==> src/rtl/rst_seq_if.sv <==
// Reset sequencer bus: warm-reset request in, per-channel resets and status out.
// The sequencer uses the slave modport; whoever requests warm resets uses master.
interface rst_seq_if #(
    parameter int NUM_CH = 8
);
    logic              soft_rst_req;
    logic [NUM_CH-1:0] rst_out;
    logic              done;
    logic [1:0]        state;
    logic [7:0]        warm_cnt;
    logic [7:0]        debug;

    modport master (output soft_rst_req, input rst_out, done, state, warm_cnt, debug);
    modport slave  (input soft_rst_req, output rst_out, done, state, warm_cnt, debug);
endinterface

==> src/rtl/rst_seq.sv <==
// rst_seq: multi-channel reset sequencer.
// This block does four things:
//   - holds all channels for COLD_CYCLES after sys_rst_n is released;
//   - releases the channels one by one, STAGGER cycles apart, bit 0 first;
//   - accepts warm resets (soft_rst_req) in RELEASE/RUN and re-runs the sequence
//     with a HOLD_CYCLES hold;
//   - keeps a count of accepted warm resets that saturates at 255.
// Optional macro RST_SEQ_HEARTBEAT_EN: debug shows the top byte of a free-running
// heartbeat counter instead of the status snapshot.
module rst_seq #(
    parameter int NUM_CH      = 8,
    parameter int COLD_CYCLES = 16383,
    parameter int HOLD_CYCLES = 256,
    parameter int STAGGER     = 16,
    parameter int CNT_W       = 14,
    parameter int HB_W        = 32
) (
    input  logic    clk,
    input  logic    sys_rst_n,
    rst_seq_if.slave bus
);
    localparam logic [1:0] ST_ASSERT  = 2'd0;
    localparam logic [1:0] ST_RELEASE = 2'd1;
    localparam logic [1:0] ST_RUN     = 2'd2;
    localparam logic [1:0] ST_HOLD    = 2'd3;

    localparam int KW = (NUM_CH > 1) ? $clog2(NUM_CH) : 1;
    localparam logic [CNT_W-1:0] COLD_LAST = CNT_W'(COLD_CYCLES - 1);
    localparam logic [CNT_W-1:0] HOLD_LAST = CNT_W'(HOLD_CYCLES - 1);
    localparam logic [CNT_W-1:0] STAG_LAST = CNT_W'(STAGGER - 1);
    localparam logic [KW-1:0]    K_LAST    = KW'(NUM_CH - 1);

    logic [1:0]        r_sync;
    logic [1:0]        r_state;
    logic [CNT_W-1:0]  r_cnt;
    logic [KW-1:0]     r_k;
    logic [NUM_CH-1:0] r_rst;
    logic              r_done;
    logic [7:0]        r_warm;
    logic [7:0]        r_dbg;
    logic              w_accept;
    logic              w_hold_end;

    // Warm requests only count once some channel is (or is about to be) out of reset.
    assign w_accept   = bus.soft_rst_req && (r_state == ST_RELEASE || r_state == ST_RUN);
    assign w_hold_end = (r_state == ST_ASSERT) ? (r_cnt == COLD_LAST) : (r_cnt == HOLD_LAST);

    // The flops assert asynchronously and release through two flops. This gives a clean first counting edge.
    always_ff @(posedge clk or negedge sys_rst_n) begin
        if (!sys_rst_n) r_sync <= 2'b00;
        else            r_sync <= {r_sync[0], 1'b1};
    end

    // Sequencer: the async reset sets the reset values, and everything stays frozen until the synchroniser releases.
    always_ff @(posedge clk or negedge sys_rst_n) begin
        if (!sys_rst_n) begin
            r_state <= ST_ASSERT;
            r_cnt   <= '0;
            r_k     <= KW'(1);
            r_rst   <= '1;
            r_done  <= 1'b0;
            r_warm  <= 8'd0;
        end else if (r_sync[1]) begin
            if (w_accept) begin
                r_state <= ST_HOLD;
                r_cnt   <= '0;
                r_k     <= KW'(1);
                r_rst   <= '1;
                r_done  <= 1'b0;
                if (r_warm != 8'hFF) r_warm <= r_warm + 8'd1;
            end else begin
                case (r_state)
                    ST_ASSERT, ST_HOLD: begin
                        if (w_hold_end) begin
                            r_cnt    <= '0;
                            r_rst[0] <= 1'b0;
                            r_k      <= KW'(1);
                            if (NUM_CH == 1) begin
                                r_state <= ST_RUN;
                                r_done  <= 1'b1;
                            end else begin
                                r_state <= ST_RELEASE;
                            end
                        end else begin
                            r_cnt <= r_cnt + CNT_W'(1);
                        end
                    end
                    ST_RELEASE: begin
                        if (r_cnt == STAG_LAST) begin
                            r_cnt <= '0;
                            r_k   <= r_k + KW'(1);
                            for (int i = 0; i < NUM_CH; i++)
                                if (r_k == KW'(i)) r_rst[i] <= 1'b0;
                            if (r_k == K_LAST) begin
                                r_done  <= 1'b1;
                                r_state <= ST_RUN;
                            end
                        end else begin
                            r_cnt <= r_cnt + CNT_W'(1);
                        end
                    end
                    default: ;
                endcase
            end
        end
    end

`ifdef RST_SEQ_HEARTBEAT_EN
    logic [HB_W-1:0] r_hb;

    // A free-running heartbeat that only sys_rst_n clears. Warm resets do not touch it.
    always_ff @(posedge clk or negedge sys_rst_n) begin
        if (!sys_rst_n) r_hb <= '0;
        else            r_hb <= r_hb + HB_W'(1);
    end

    assign r_dbg = r_hb[HB_W-1 -: 8];
`else
    // A registered status snapshot. It lags the live status by one cycle. It reads 0 while in reset.
    always_ff @(posedge clk or negedge sys_rst_n) begin
        if (!sys_rst_n) r_dbg <= 8'd0;
        else            r_dbg <= {r_warm[2:0], r_done, r_state, r_rst[0], bus.soft_rst_req};
    end
`endif

    assign bus.rst_out  = r_rst;
    assign bus.done     = r_done;
    assign bus.state    = r_state;
    assign bus.warm_cnt = r_warm;
    assign bus.debug    = r_dbg;
endmodule

==> src/flat_wrapper.sv <==
// flat-port wrapper written by rule: the top's interface ports become plain ports
module rst_seq_flat 
#(
    parameter int NUM_CH      = 8,
    parameter int COLD_CYCLES = 16383,
    parameter int HOLD_CYCLES = 256,
    parameter int STAGGER     = 16,
    parameter int CNT_W       = 14,
    parameter int HB_W        = 32
)
  (clk, sys_rst_n, bus_soft_rst_req, bus_rst_out, bus_done, bus_state, bus_warm_cnt, bus_debug);
  rst_seq_if #(.NUM_CH(NUM_CH)) bus_i ();
  input  logic clk;
  input  logic sys_rst_n;
  input wire logic [$bits(bus_i.soft_rst_req)-1:0] bus_soft_rst_req;
  output wire logic [$bits(bus_i.rst_out)-1:0] bus_rst_out;
  output wire logic [$bits(bus_i.done)-1:0] bus_done;
  output wire logic [$bits(bus_i.state)-1:0] bus_state;
  output wire logic [$bits(bus_i.warm_cnt)-1:0] bus_warm_cnt;
  output wire logic [$bits(bus_i.debug)-1:0] bus_debug;
  assign bus_i.soft_rst_req = bus_soft_rst_req;
  assign bus_rst_out = bus_i.rst_out;
  assign bus_done = bus_i.done;
  assign bus_state = bus_i.state;
  assign bus_warm_cnt = bus_i.warm_cnt;
  assign bus_debug = bus_i.debug;
  rst_seq #(.NUM_CH(NUM_CH), .COLD_CYCLES(COLD_CYCLES), .HOLD_CYCLES(HOLD_CYCLES), .STAGGER(STAGGER), .CNT_W(CNT_W), .HB_W(HB_W)) u_core (.clk(clk), .sys_rst_n(sys_rst_n), .bus(bus_i));
endmodule
==> config.mk <==
export PLATFORM = sky130hd
export DESIGN_NAME = rst_seq_flat
export DESIGN_NICKNAME = d
export VERILOG_FILES = /design/src/rtl/rst_seq_if.sv /design/src/rtl/rst_seq.sv /design/src/flat_wrapper.sv
export SDC_FILE = /design/constraint.sdc
export NUM_CORES = 1
export LEC_CHECK = 0
export CAP_MARGIN = 25
export CORE_ASPECT_RATIO = 0.75
export CORE_MARGIN = 2
export CORE_UTILIZATION = 58
export DETAILED_ROUTE_END_ITERATION = 7
export GPL_ROUTABILITY_DRIVEN = 1
export PLACE_DENSITY = 0.91
export SETUP_SLACK_MARGIN = 0.1
export SLEW_MARGIN = 20
export SYNTH_ARGS = -nofsm -noshare
export SYNTH_HDL_FRONTEND = slang
export SYNTH_SLANG_ARGS = --single-unit
==> constraint.sdc <==
create_clock -name clk -period 5.7 [get_ports clk]
set_input_delay 0.57 -clock clk [delete_from_list [all_inputs] [get_ports clk]]
set_output_delay 0.57 -clock clk [all_outputs]
set_load 0.02 [all_outputs]
Yosys cells after proc, flatten, opt, wreduce, memory -nomap -nowiden

Cells that the tools add are included.
Widths: inputs -> output; s select.

Register bits: 46
Bits of input ports: 3
Output and inout port bits: 27

$add $sub $neg: 3
Equal/unequal tests: 18
Multiplexer cells: 31
Reductions and logical operators: 27

Operators with widths:

| kind                  | count |
|---|---|
| $mux 14               | 3 |
| $reduce_and 4->1      | 8 |
| $pmux 14 s2           | 1 |
| $reduce_bool 2->1     | 9 |
| $mux 8                | 2 |
| $add 14x1->14 const B | 1 |
| $eq 14x14->1 const B  | 1 |
| $eq 14x4->1 const B   | 1 |
| $eq 14x8->1 const B   | 1 |
| $mux 1                | 14 |
| $eq 3x3->1 const B    | 4 |
| $reduce_and 5->1      | 2 |
| $mux 3                | 3 |
| $ne 3x2->1 const B    | 3 |
| $add 8x1->8 const B   | 1 |
| $mux 2                | 4 |
| $ne 8x8->1 const B    | 1 |
| $mux 7                | 1 |
| $eq 3x2->1 const B    | 2 |
| $pmux 3 s2            | 1 |
| $eq 2x2->1 const B    | 2 |
| $pmux 2 s2            | 1 |
| $add 3x1->3 const B   | 1 |
| $eq 3x1->1 const B    | 1 |
| other kinds (11)      | 11 |

Logic depth before layout (Yosys ltp)

Gate-level depths: netlist of run 1.

Depth after elaboration: 5
Gate-level depth with buffers: 8
Mapped depth without buffers: 7

Worst setup path after synthesis of run 1

No wires, ideal clock.

Path kind: register -> register
Start: reg u_core.r_state[1] (netlist: u_core.bus.state[1])
End: reg u_core.r_cnt[7]
Setup time: 0.127 ns
Data arrival time: 2.093 ns
Required time: 5.573 ns
Path slack: 3.479 ns
Stages on the path, launching flop included: 9
Path buffers: 1
Period minus slack after synthesis: 2.221 ns
Cells stage by stage: dfrtp_1 -> inv_1 -> ha_1 -> nand2_1 -> a21bo_2 -> buf_2 -> nor4_1 -> xnor2_1 -> nor2_1

Cells in the longest elaborated chain, start to end: 5
Elaborated cells on any way between the ends: 13
Those cells by class: eq/ne (3); mux (4); reduce/logical (6)

RTL lines:

| what                                                    | RTL line                     | RTL |
|---|---|---|
| start: declaration                                      | rst_seq.sv:34                | `logic [1:0] r_state;` |
| start signal: assignment                                | rst_seq.sv:57                | `r_state <= ST_ASSERT;` |
| start signal: assignment                                | rst_seq.sv:65                | `r_state <= ST_HOLD;` |
| start signal: assignment                                | rst_seq.sv:79                | `r_state <= ST_RUN;` |
| $logic_not 2->1 (tied with other cells)                 | rst_seq.sv:46, rst_seq.sv:72 |  |
| $mux 1 / $logic_or 1x1->1 (equally long branches)       | rst_seq.sv:46, rst_seq.sv:45 |  |
| $mux 14 / $logic_and 1x1->1 (equally long branches)     | rst_seq.sv:74, rst_seq.sv:45 |  |
| $pmux 14 s2 / $reduce_bool 3->1 (equally long branches) | n/a                          |  |
| $mux 14 / $reduce_and 2->1 (equally long branches)      | n/a                          |  |
| end signal: assignment                                  | rst_seq.sv:85                | `r_cnt <= r_cnt + CNT_W'(1);` |
| end signal: assignment                                  | rst_seq.sv:99                | `r_cnt <= r_cnt + CNT_W'(1);` |
| end: declaration                                        | rst_seq.sv:35                | `logic [CNT_W-1:0] r_cnt;` |

Several ways; a longest one is shown, not always the timed one.
A chain may end at the register's enable or synchronous reset.

Worst setup path after layout of run 1

Start: reg u_core.r_state[1] (netlist: u_core.bus.state[1])
End: reg u_core.r_state[1] (netlist: u_core.bus.state[1])

Cells in the longest elaborated chain, start to end: 5
Elaborated cells on any way between the ends: 15
Those cells by class: eq/ne (6); mux (3); reduce/logical (6)

RTL lines:

| what                                                | RTL line                     | RTL |
|---|---|---|
| $eq 2x1->1 / $eq 2x2->1 (equally long branches)     | rst_seq.sv:45, rst_seq.sv:72 |  |
| $logic_or 1x1->1                                    | rst_seq.sv:45                | `assign w_accept = bus.soft_rst_req && (r_state == ST_RELEASE \|\| r_state == ST_RUN);` |
| $logic_and 1x1->1                                   | rst_seq.sv:45                |  |
| $ne 3x2->1 (no source line) (tied with other cells) | n/a                          |  |
| $reduce_and 5->1 (no source line)                   | n/a                          |  |

Several ways; a longest one is shown, not always the timed one.

==> results_dict.tcl, run 1 <==
set metrics [dict create \
    outcome "finished, final reports clean" \
    power.static_leakage_nw 1.18 \
    antenna_left 0 \
    tritoncts "yes" \
    critPathRequiredTime_ns 5.92 \
    synth_top_area_share_pct 41.6 \
    diodes 0 \
    maximum_number_of_pins_on_one_net_before_global_route_repair 47 \
    max-clock-path-buffers 2 \
    worstPathBufferInverterCount 1 \
    cts_inserted_buffers 5 \
    dr_total_vias 1675 \
    antenna_found_initial 0 \
    std_cell_rows 19 \
    yosysUniqueCellTypes 43 \
    worstRegToRegCells 6 \
    startpoint_types "flip-flop" \
    period_needed_ns 2.47 \
    rsz0062_at_grt "no" \
    most_instantiated_flip_flop_cell_in_the_synthesis_netlist "dfrtp_1" \
    vias_in_the_first_global_route 1524 \
    detailedPlacementHpwl_mm 3.07 \
    timing.critical_path.to_type "flip-flop" \
    synth_area_leaders "dfrtp_1 42%, dfstp_2 11%, ha_1 6.2%, nand2_1 5.4%, xnor2_1 3.9%" \
    cts_resized 0 \
    fp.dieW_um 75.5 \
    placement.setup.worst_slack_ns 3.16 \
    cap_violations 0 \
    tritoncts_num_sinks 46 \
    cts.reportedPaths.clkPinSlew_ns 0.08 \
    synthArstFlopShare_pct 100 \
    groute.layer.met1.usage_pct 31.5 \
    cts.root.buffer_cell "clkbuf_8" \
    max_fo_critical_path 9 \
    layout-area-overhead-vs-synth_pct 19.7 \
    max_clock_freq_ghz 0.405 \
    vdd.ir_drop.worst_mv 0.197 \
    detail_route.drc_violations 0 \
    worst_r2r_endpoint "u_core.bus.state[1]" \
    finalWeightedCongestion 0.882 \
    finalHoldViolations 0 \
    drt_first_pass_iters 4 \
    rrSetupSlack_ns 3.23 \
    reg2reg_from "u_core.bus.state[1]" \
    post_synthesis_mean_instance_area_um2 10.6 \
    detailedRoute.firstIterationViolations 127 \
    final_layout_net_count 258 \
    cts_post_setup_buffers_inserted 0 \
    utilization_of_the_core_after_routing_pct 72.8 \
    netlist_instances 209 \
    slew_headroom_pct 57.7 \
    fin_worst_skew_ns 0.00735 \
    ioPinCount 30 \
    global_route.overflow_total 0 \
    drt-wirelength-per-cell_um 14.4 \
    ys_seq_area_share_pct 52.2 \
    buffer_ports.inserted 29 \
    fin_worst_setup_slack_ns 3.23 \
    coreArea_um2 3660 \
    grt_first_pass_wirelength_mm 6.99 \
    worst_hold_path_type "in -> async" \
    globalRouteMet3Util_pct 4.87 \
    power_per_cell_area_nw_per_um2 248 \
    critical_path_class "reg -> reg" \
    initial_core_util_pct 60.8 \
    drt-total-wl_mm 4.27 \
    finalCritPeriodShare_pct 43.3 \
    netlist_area_um2 2220 \
    setup_total_negative_slack_ns 0 \
    die-height_um 57.6 \
    worst_slew_pin_slew_ns 0.632 \
    critical-path-slowest-cell "a21boi_1" \
    worst_stage_delay_on_the_critical_path_ns 0.58 \
    busiest_layer "met1" \
    number_of_storage_elements_in_the_synthesis_netlist 46 \
    global_route.usage.total_pct 21.4 \
    cp_data_arrival_time_ns 2.69 \
    clock_tree.htree_level_count 2 \
    cp_cell_sequence "inv_1 -> ha_1 -> nand2_1 -> a21boi_1 -> o21ai_0 -> a211oi_2" \
    worstSkewPairLatency_ns 0.30 \
    most_area_hungry_cell_type_in_the_yosys_netlist "dfrtp_1" \
    final_setup_violation_count 0 \
    drive_gt1_share_pct 12.2 \
    mappedNetlistNets 223 \
    cts-hold-fix-buffers 0 \
    die-area_um2 4350 \
    ys_warn_count 0 \
    kind_of_cell_with_the_highest_combined_delay_on_the_critical_path "compound AO/OA/AOI/OAI gates" \
    synth-edff-count 0 \
    finalMaxSlewViolations 0 \
    met2_usage_pct 30.8 \
    via_per_inst 5.64 \
]
cell usage in the layout (no fill, tap or decap), drive strengths merged, types with 3 or more instances in the layout:
master,n
dfrtp,37
nand2,32
clkdlybuf4s50,28
nor2,18
o21ai,13
ha,11
inv,10
nand3,10
xnor2,10
dfstp,9
xor2,8
clkbuf,7
nand4,5
nor4,5
a21oi,4
and4,3
nor3,3
state kept, by name (all words and copies together), names as in the netlist:
| name | count |
|---|---|
| u_core.bus.debug | 8 |
| u_core.bus.done | 1 |
| u_core.bus.rst_out | 8 |
| u_core.bus.state | 2 |
| u_core.bus.warm_cnt | 8 |
| u_core.r_cnt | 14 |
| u_core.r_k | 3 |
| u_core.r_sync | 2 |
cells in the mapped netlist, types with 2 or more instances:
cell type / number
dfrtp_1: 37
nand2_1: 32
nor2_1: 18
o21ai_0: 13
ha_1: 11
inv_1: 10
nand3_1: 10
xnor2_1: 10
dfstp_2: 9
xor2_1: 8
nand4_1: 5
nor4_1: 4
a21oi_1: 3
and4_1: 3
nor3_1: 3
a22o_1: 2
and3_1: 2
mux2_2: 2
nand2b_1: 2
or4_4: 2
through the flow:
| stage | hold WS (ns) | total power [mW] | std cells | area, um^2 |
|---|---|---|---|---|
| 6_report | 0.259 | 0.660 | 297 | 2660 |
| 5_1_grt | 0.306 | 0.693 | 297 | 2660 |
| 4_1_cts | 0.356 | 0.661 | 297 | 2660 |
| 3_5_place_dp | 0.338 | 0.463 | 289 | 2570 |
| 3_3_place_gp | 0.334 | 0.459 | 289 | 2570 |
| 2_1_floorplan | 0.274 | 0.437 | 209 | 2220 |
where the power goes:
group	total (mW)	internal (mW)	switching, mW
sequential	0.382	0.347	0.0343
combinational	0.0771	0.0339	0.0433
clock	0.201	0.0978	0.103
total	0.660	0.479	0.181
final cells by class:
type / instances / area, um^2
sequential: 46 / 1160
multi-input combinational: 152 / 1020
fill: 277 / 997
timing repair buffer: 29 / 288
clock buffer: 7 / 86.3
tap: 52 / 65.1
inverter: 10 / 37.5
clock inverter: 1 / 5.00
metal layers:
layer	vias to the layer above	part of all wire (%)
met3	11	5.9
li1	799	-
met1	809	49
met4	0	1.9
met5	-	0
met2	56	43
cells by family (layout without fill, tap and decap cells):
family	after synthesis	count (layout)	synth area share (%)
buf+inv	11	47	1.91
fa+ha+maj	11	11	6.19
xor+xnor	18	18	7.09
compound gates	33	33	11.4
mux	2	2	1.01
other cells	1	1	0.169
flops	46	46	52.2
simple gates	87	87	20.0
worst max-delay path by stage:
stage / startpoint / depth (start not counted) / end / slack (ns)
finish: u_core.bus.state[1] / 6 / u_core.bus.state[1] / 3.23
global route: u_core.bus.state[1] / 6 / u_core.bus.state[1] / 3.06
CTS: u_core.bus.state[1] / 6 / u_core.bus.state[1] / 3.28
detailed placement: bus_soft_rst_req / 5 / u_core.bus.state[1] / 3.16
global placement: bus_soft_rst_req / 5 / u_core.bus.state[1] / 3.24
floorplan: u_core.bus.state[1] / 8 / u_core.r_cnt[7] / 3.48
(Power assumes the default switching activity.)
==> inputs of run 2 (changes only) <==
Settings changed: CORE_UTILIZATION 58 to 54, PLACE_DENSITY 0.91 to 0.86.
Clock period 5.7 ns to 2.6 ns, I/O delays scaled along.
==> results_dict.tcl, run 2 (same netlist as run 1, synthesis figures left out) <==
set metrics [dict create \
    outcome "finished, final reports clean" \
    die-area_um2 4650 \
    cp_data_arrival_time_ns 2.52 \
    cts.root.buffer_cell "clkbuf_8" \
    drive_gt1_share_pct 13.4 \
    global_route.overflow_total 0 \
    tritoncts "yes" \
    fin_total_pwr_mw 1.55 \
    buffer_ports.inserted 29 \
    antenna_found_initial 0 \
    dpl_cell_area_um2 2580 \
    period_needed_ns 2.33 \
    diodes 0 \
    vias_in_the_first_global_route 1601 \
    max-clock-path-buffers 2 \
    initial_core_util_pct 55.6 \
    dr_total_vias 1659 \
    hold_depth 0 \
    critPathRequiredTime_ns 2.79 \
    detail_route.drc_violations 0 \
    coreArea_um2 4000 \
    final_layout_net_count 260 \
    clock_tree.htree_level_count 2 \
    std_cell_rows 20 \
    detailedRoute.firstIterationViolations 85 \
    worst_hold_slack_ns 0.373 \
    setup_total_negative_slack_ns 0 \
    detailedPlacementHpwl_mm 3.07 \
    worstRegToRegCells 7 \
    worst_slew_pin_slew_ns 0.591 \
    cts_inserted_buffers 5 \
    slew_headroom_pct 60.2 \
    cap_violations 0 \
    grt_first_pass_wirelength_mm 7.62 \
    maximum_number_of_pins_on_one_net_before_global_route_repair 47 \
    most_frequent_cells_in_the_layout "37 x dfrtp_1, 32 x nand2_1, 28 x clkdlybuf4s50_1" \
    fp.dieW_um 78.1 \
    critical_path_class "reg -> reg" \
    max_fo_critical_path 13 \
    top_register "u_core.r_cnt" \
    rsz0062_at_grt "no" \
    nFillCells 308 \
    global_route.usage.total_pct 21.5 \
    timing.critical_path.to_type "flip-flop" \
    worstSkewPairLatency_ns 0.30 \
    power.static_leakage_nw 1.19 \
    finalCritPeriodShare_pct 89.7 \
    cts_post_setup_buffers_inserted 0 \
    drt_first_pass_iters 4 \
    ioPinCount 30 \
    tritoncts_num_sinks 46 \
    layout-area-overhead-vs-synth_pct 21.9 \
    cts.reportedPaths.clkPinSlew_ns 0.08 \
    design_area_um2 2710 \
    finalWeightedCongestion 0.829 \
    via_per_inst 5.49 \
    vdd.ir_drop.worst_mv 0.596 \
    largest_register_ffs 14 \
    die-height_um 59.6 \
    finalMaxSlewViolations 0 \
    final_common_cell "dfrtp_1" \
    drt-wirelength-per-cell_um 14.8 \
    max_clock_freq_ghz 0.429 \
    startpoint_types "flip-flop" \
    antenna_left 0 \
    power_per_cell_area_nw_per_um2 570 \
    worst_hold_path_type "reg -> reg" \
    drt-total-wl_mm 4.46 \
    final_setup_violation_count 0 \
    finalHoldViolations 0 \
    fin_worst_skew_ns 0.00334 \
]
==> run 2: repair_timing <==
action,CTS,global route
hold buffers,0,1
gates resized for setup,0,1
hold endpoints to repair,0,37
setup endpoints to repair,0,1
==> run 2: worst max-delay path, stage by stage, from the launching register on <==
cell	delay (ns)
dfrtp_1	0.41
inv_1	0.12
ha_1	0.43
nand2_1	0.24
a21bo_2	0.39
nor4_1	0.39
xnor2_1	0.17
nor2_1	0.05
==> run 2: area by class of cell <==
class / count / area (um^2) / area share (%)
Clock buffer: 5 / 68.8 / 2.54
Timing Repair Buffer: 31 / 305 / 11.3
Multi-Input combinational cell: 152 / 1020 / 37.7
Tap cell: 55 / 68.8 / 2.54
Clock inverter: 3 / 45.0 / 1.66
Sequential cell: 46 / 1160 / 42.9
Inverter: 10 / 37.5 / 1.38
==> run 2: path summary, 6_finish.rpt <==
| check | from | slack (ns) | to |
|---|---|---|---|
| worst max-delay path | u_core.bus.state[1] | 0.27 | u_core.r_cnt[7] |
| worst min-delay path | u_core.r_sync[0] | 0.37 | u_core.r_sync[1] |
| max in group asynchronous | sys_rst_n | 1.73 | u_core.bus.rst_out[7] |
| min in group asynchronous | sys_rst_n | 0.49 | u_core.r_cnt[3] |
| worst max register to register | u_core.bus.state[1] | 0.27 | u_core.r_cnt[7] |
| worst min register to register | u_core.r_sync[0] | 0.37 | u_core.r_sync[1] |
==> run 2: power by group <==
part           leakage (nW)  internal, mW  switching (mW)  total [mW]
Sequential            0.551         0.762          0.0754       0.837
Combinational         0.587        0.0765           0.102       0.178
Clock                0.0504         0.286           0.245       0.531
==> run 2: stage by stage <==
step	utilization [%]	setup WS, ns	cells
after floorplan	-	0.379	209
after global placement	64.5	0.423	293
after detailed placement	64.5	0.333	293
after CTS	67.3	0.261	301
after global routing	67.7	0.108	302
final	67.7	0.268	302
==> run 2: routing by layer <==
metal | track usage, % | part of all wire [%] | up-vias
met5 | 0 | 0 | -
met4 | 8.27 | 2.3 | 0
met3 | 5.03 | 5.2 | 11
met2 | 32.4 | 45 | 46
met1 | 30.7 | 47 | 798
li1 | - | - | 804
==> inputs of run 3 (changes only) <==
Settings changed: ABC_AREA set to 1, CORE_UTILIZATION 54 to 55.
==> results_dict.tcl, run 3 <==
set metrics [dict create \
    final_layout_net_count 338 \
    max-clock-path-buffers 2 \
    global_route.overflow_total 0 \
    max_clock_freq_ghz 0.496 \
    number_of_storage_elements_in_the_synthesis_netlist 46 \
    ys_warn_count 0 \
    fp.dieW_um 81.2 \
    synth-edff-count 0 \
    most_instantiated_flip_flop_cell_in_the_synthesis_netlist "dfrtp_1" \
    yosysUniqueCellTypes 29 \
    largest_register_ffs 14 \
    mappedNetlistNets 302 \
    slew_headroom_pct 63.4 \
    cts_inserted_buffers 5 \
    netlist_area_um2 2460 \
    ys_seq_area_share_pct 47.3 \
    finalMaxSlewViolations 0 \
    period_needed_ns 2.02 \
    power_frac_clock_pct 27.8 \
    timing.critical_path.to_type "flip-flop" \
    synth_area_leaders "dfrtp_1 38%, nand2_1 11%, dfstp_2 9.6%, inv_1 6.7%, ha_1 5.6%" \
    most_frequent_cells_in_the_layout "69 x nand2_1, 44 x inv_1, 37 x dfrtp_1" \
    synthArstFlopShare_pct 100 \
    ys_top_cells_by_count "69 x nand2_1, 44 x inv_1, 37 x dfrtp_1" \
    diodes 0 \
    die-height_um 61.9 \
    layout-area-overhead-vs-synth_pct 18.0 \
    p_switching_uw 485 \
    tritoncts_num_sinks 46 \
    worst_hold_path_type "reg -> reg" \
    initial_core_util_pct 56.0 \
    top_register "u_core.r_cnt" \
    maximum_number_of_pins_on_one_net_before_global_route_repair 26 \
    fin_worst_skew_ns 0.00966 \
    critical_path_class "reg -> reg" \
    final_common_cell "nand2_1" \
    antenna_found_initial 0 \
    finalWeightedCongestion 0.904 \
    most_area_hungry_cell_type_in_the_yosys_netlist "dfrtp_1" \
    power.static_leakage_nw 1.50 \
    power_per_cell_area_nw_per_um2 549 \
    coreArea_um2 4390 \
    cp_data_arrival_time_ns 2.22 \
    finalHoldViolations 0 \
    detail_route.drc_violations 0 \
    drt-total-wl_mm 4.78 \
    netlist_instances 288 \
    worstSkewPairLatency_ns 0.30 \
    buffer_ports.inserted 29 \
    die-area_um2 5020 \
    finalCritPeriodShare_pct 77.6 \
    sequentialPowerShare_pct 54.1 \
    worst_slew_pin_slew_ns 0.549 \
    drt_first_pass_iters 4 \
    p_int_mw 1.11 \
    clock_tree.htree_level_count 2 \
    vdd.ir_drop.worst_mv 0.412 \
    fin_total_pwr_mw 1.59 \
    stdcell_count 382 \
    count_leader_synth "nand2_1" \
    global_route.usage.total_pct 21.7 \
    startpoint_types "flip-flop" \
    dr_total_vias 1946 \
    cts.root.buffer_cell "clkbuf_8" \
    tritoncts "yes" \
    final_setup_violation_count 0 \
    rsz0062_at_grt "no" \
    detailedRoute.firstIterationViolations 55 \
    placedCellCount 373 \
    cts.reportedPaths.clkPinSlew_ns 0.08 \
    drt-wirelength-per-cell_um 12.5 \
    critPathRequiredTime_ns 2.80 \
    via_per_inst 5.09 \
    post_synthesis_mean_instance_area_um2 8.53 \
    detailedPlacementHpwl_mm 3.63 \
    netSwitchingFraction_pct 30.5 \
    synth_top_area_share_pct 37.7 \
    grt_first_pass_wirelength_mm 8.19 \
    std_cell_rows 21 \
    ioPinCount 30 \
    max_fo_critical_path 12 \
    p_comb_share_pct 18.1 \
    antenna_left 0 \
    drive_gt1_share_pct 17.5 \
    setup_total_negative_slack_ns 0 \
    cap_violations 0 \
    outcome "finished, final reports clean" \
    vias_in_the_first_global_route 1927 \
    cts_resized 0 \
]
run 3: metal layers:
metal	track usage (%)	up-vias	share of wire, %
met5	0	-	0
met4	6.54	0	1.4
met3	6.94	6	5.5
met2	35.9	55	46
met1	27.9	920	47
li1	-	965	-
run 3: kinds of logic (layout without fill, tap and decap cells):
kind of cell	Yosys count	in the layout	share of synthesized area, %
AND/OR/NAND/NOR	143	143	29.1
buffers and inverters	52	89	8.55
flip-flops	46	46	47.3
AO/OA/AOI/OAI	27	27	6.47
adder cells (fa/ha/maj)	11	11	5.60
XOR/XNOR	8	8	2.85
other	1	1	0.153
run 3: final cells by class:
class | count | area [um^2]
inverter | 50 | 188
clock inverter | 1 | 5.00
tap | 57 | 71.3
timing repair buffer | 31 | 303
clock buffer | 7 | 86.3
multi-input combinational | 190 | 1080
sequential | 46 | 1160
fill | 359 | 1490
run 3: critical path, cell delays in order (launching register included):
cell     delay, ns
dfrtp_1       0.44
inv_1         0.08
ha_1          0.34
nand2_4       0.10
nand2_1       0.15
inv_1         0.16
nand2_2       0.12
nand3_2       0.31
nand3_2       0.19
inv_2         0.03
run 3: worst paths after layout:
check / slack (ns) / from / cells after the start / to
worst max-delay path: 0.58 / u_core.bus.state[0] / 9 / u_core.r_cnt[11]
worst min-delay path: 0.36 / u_core.r_sync[0] / 0 / u_core.r_sync[1]
worst max register to register: 0.58 / u_core.bus.state[0] / 9 / u_core.r_cnt[11]
worst min register to register: 0.36 / u_core.r_sync[0] / 0 / u_core.r_sync[1]
max in group asynchronous: 1.42 / sys_rst_n / 3 / u_core.bus.debug[4]
min in group asynchronous: 0.48 / sys_rst_n / 2 / u_core.r_cnt[5]
run 3: metrics by stage:
stage                     hold slack (ns)  util [%]  cell area (um^2)  setup WS, ns
after floorplan                   -0.0356         -              2460         0.809
after global placement              0.274      63.8              2800         0.667
after detailed placement            0.281      63.8              2800         0.601
after CTS                           0.365      66.1              2900         0.596
after global routing                0.370      66.1              2900         0.397
final                               0.356      66.1              2900         0.583
run 3: power by group through the flow:
stage,sequential [mW],clock (mW),combinational [mW]
floorplan,0.853,0,0.225
global placement,0.867,0,0.275
detailed placement,0.872,0,0.286
CTS,0.858,0.456,0.289
global route,0.871,0.489,0.331
finish,0.860,0.443,0.288
run 3: timing repair:
item,in CTS,in global routing
hold buffers,1,0
setup buffers,0,0
hold endpoints to repair,15,0
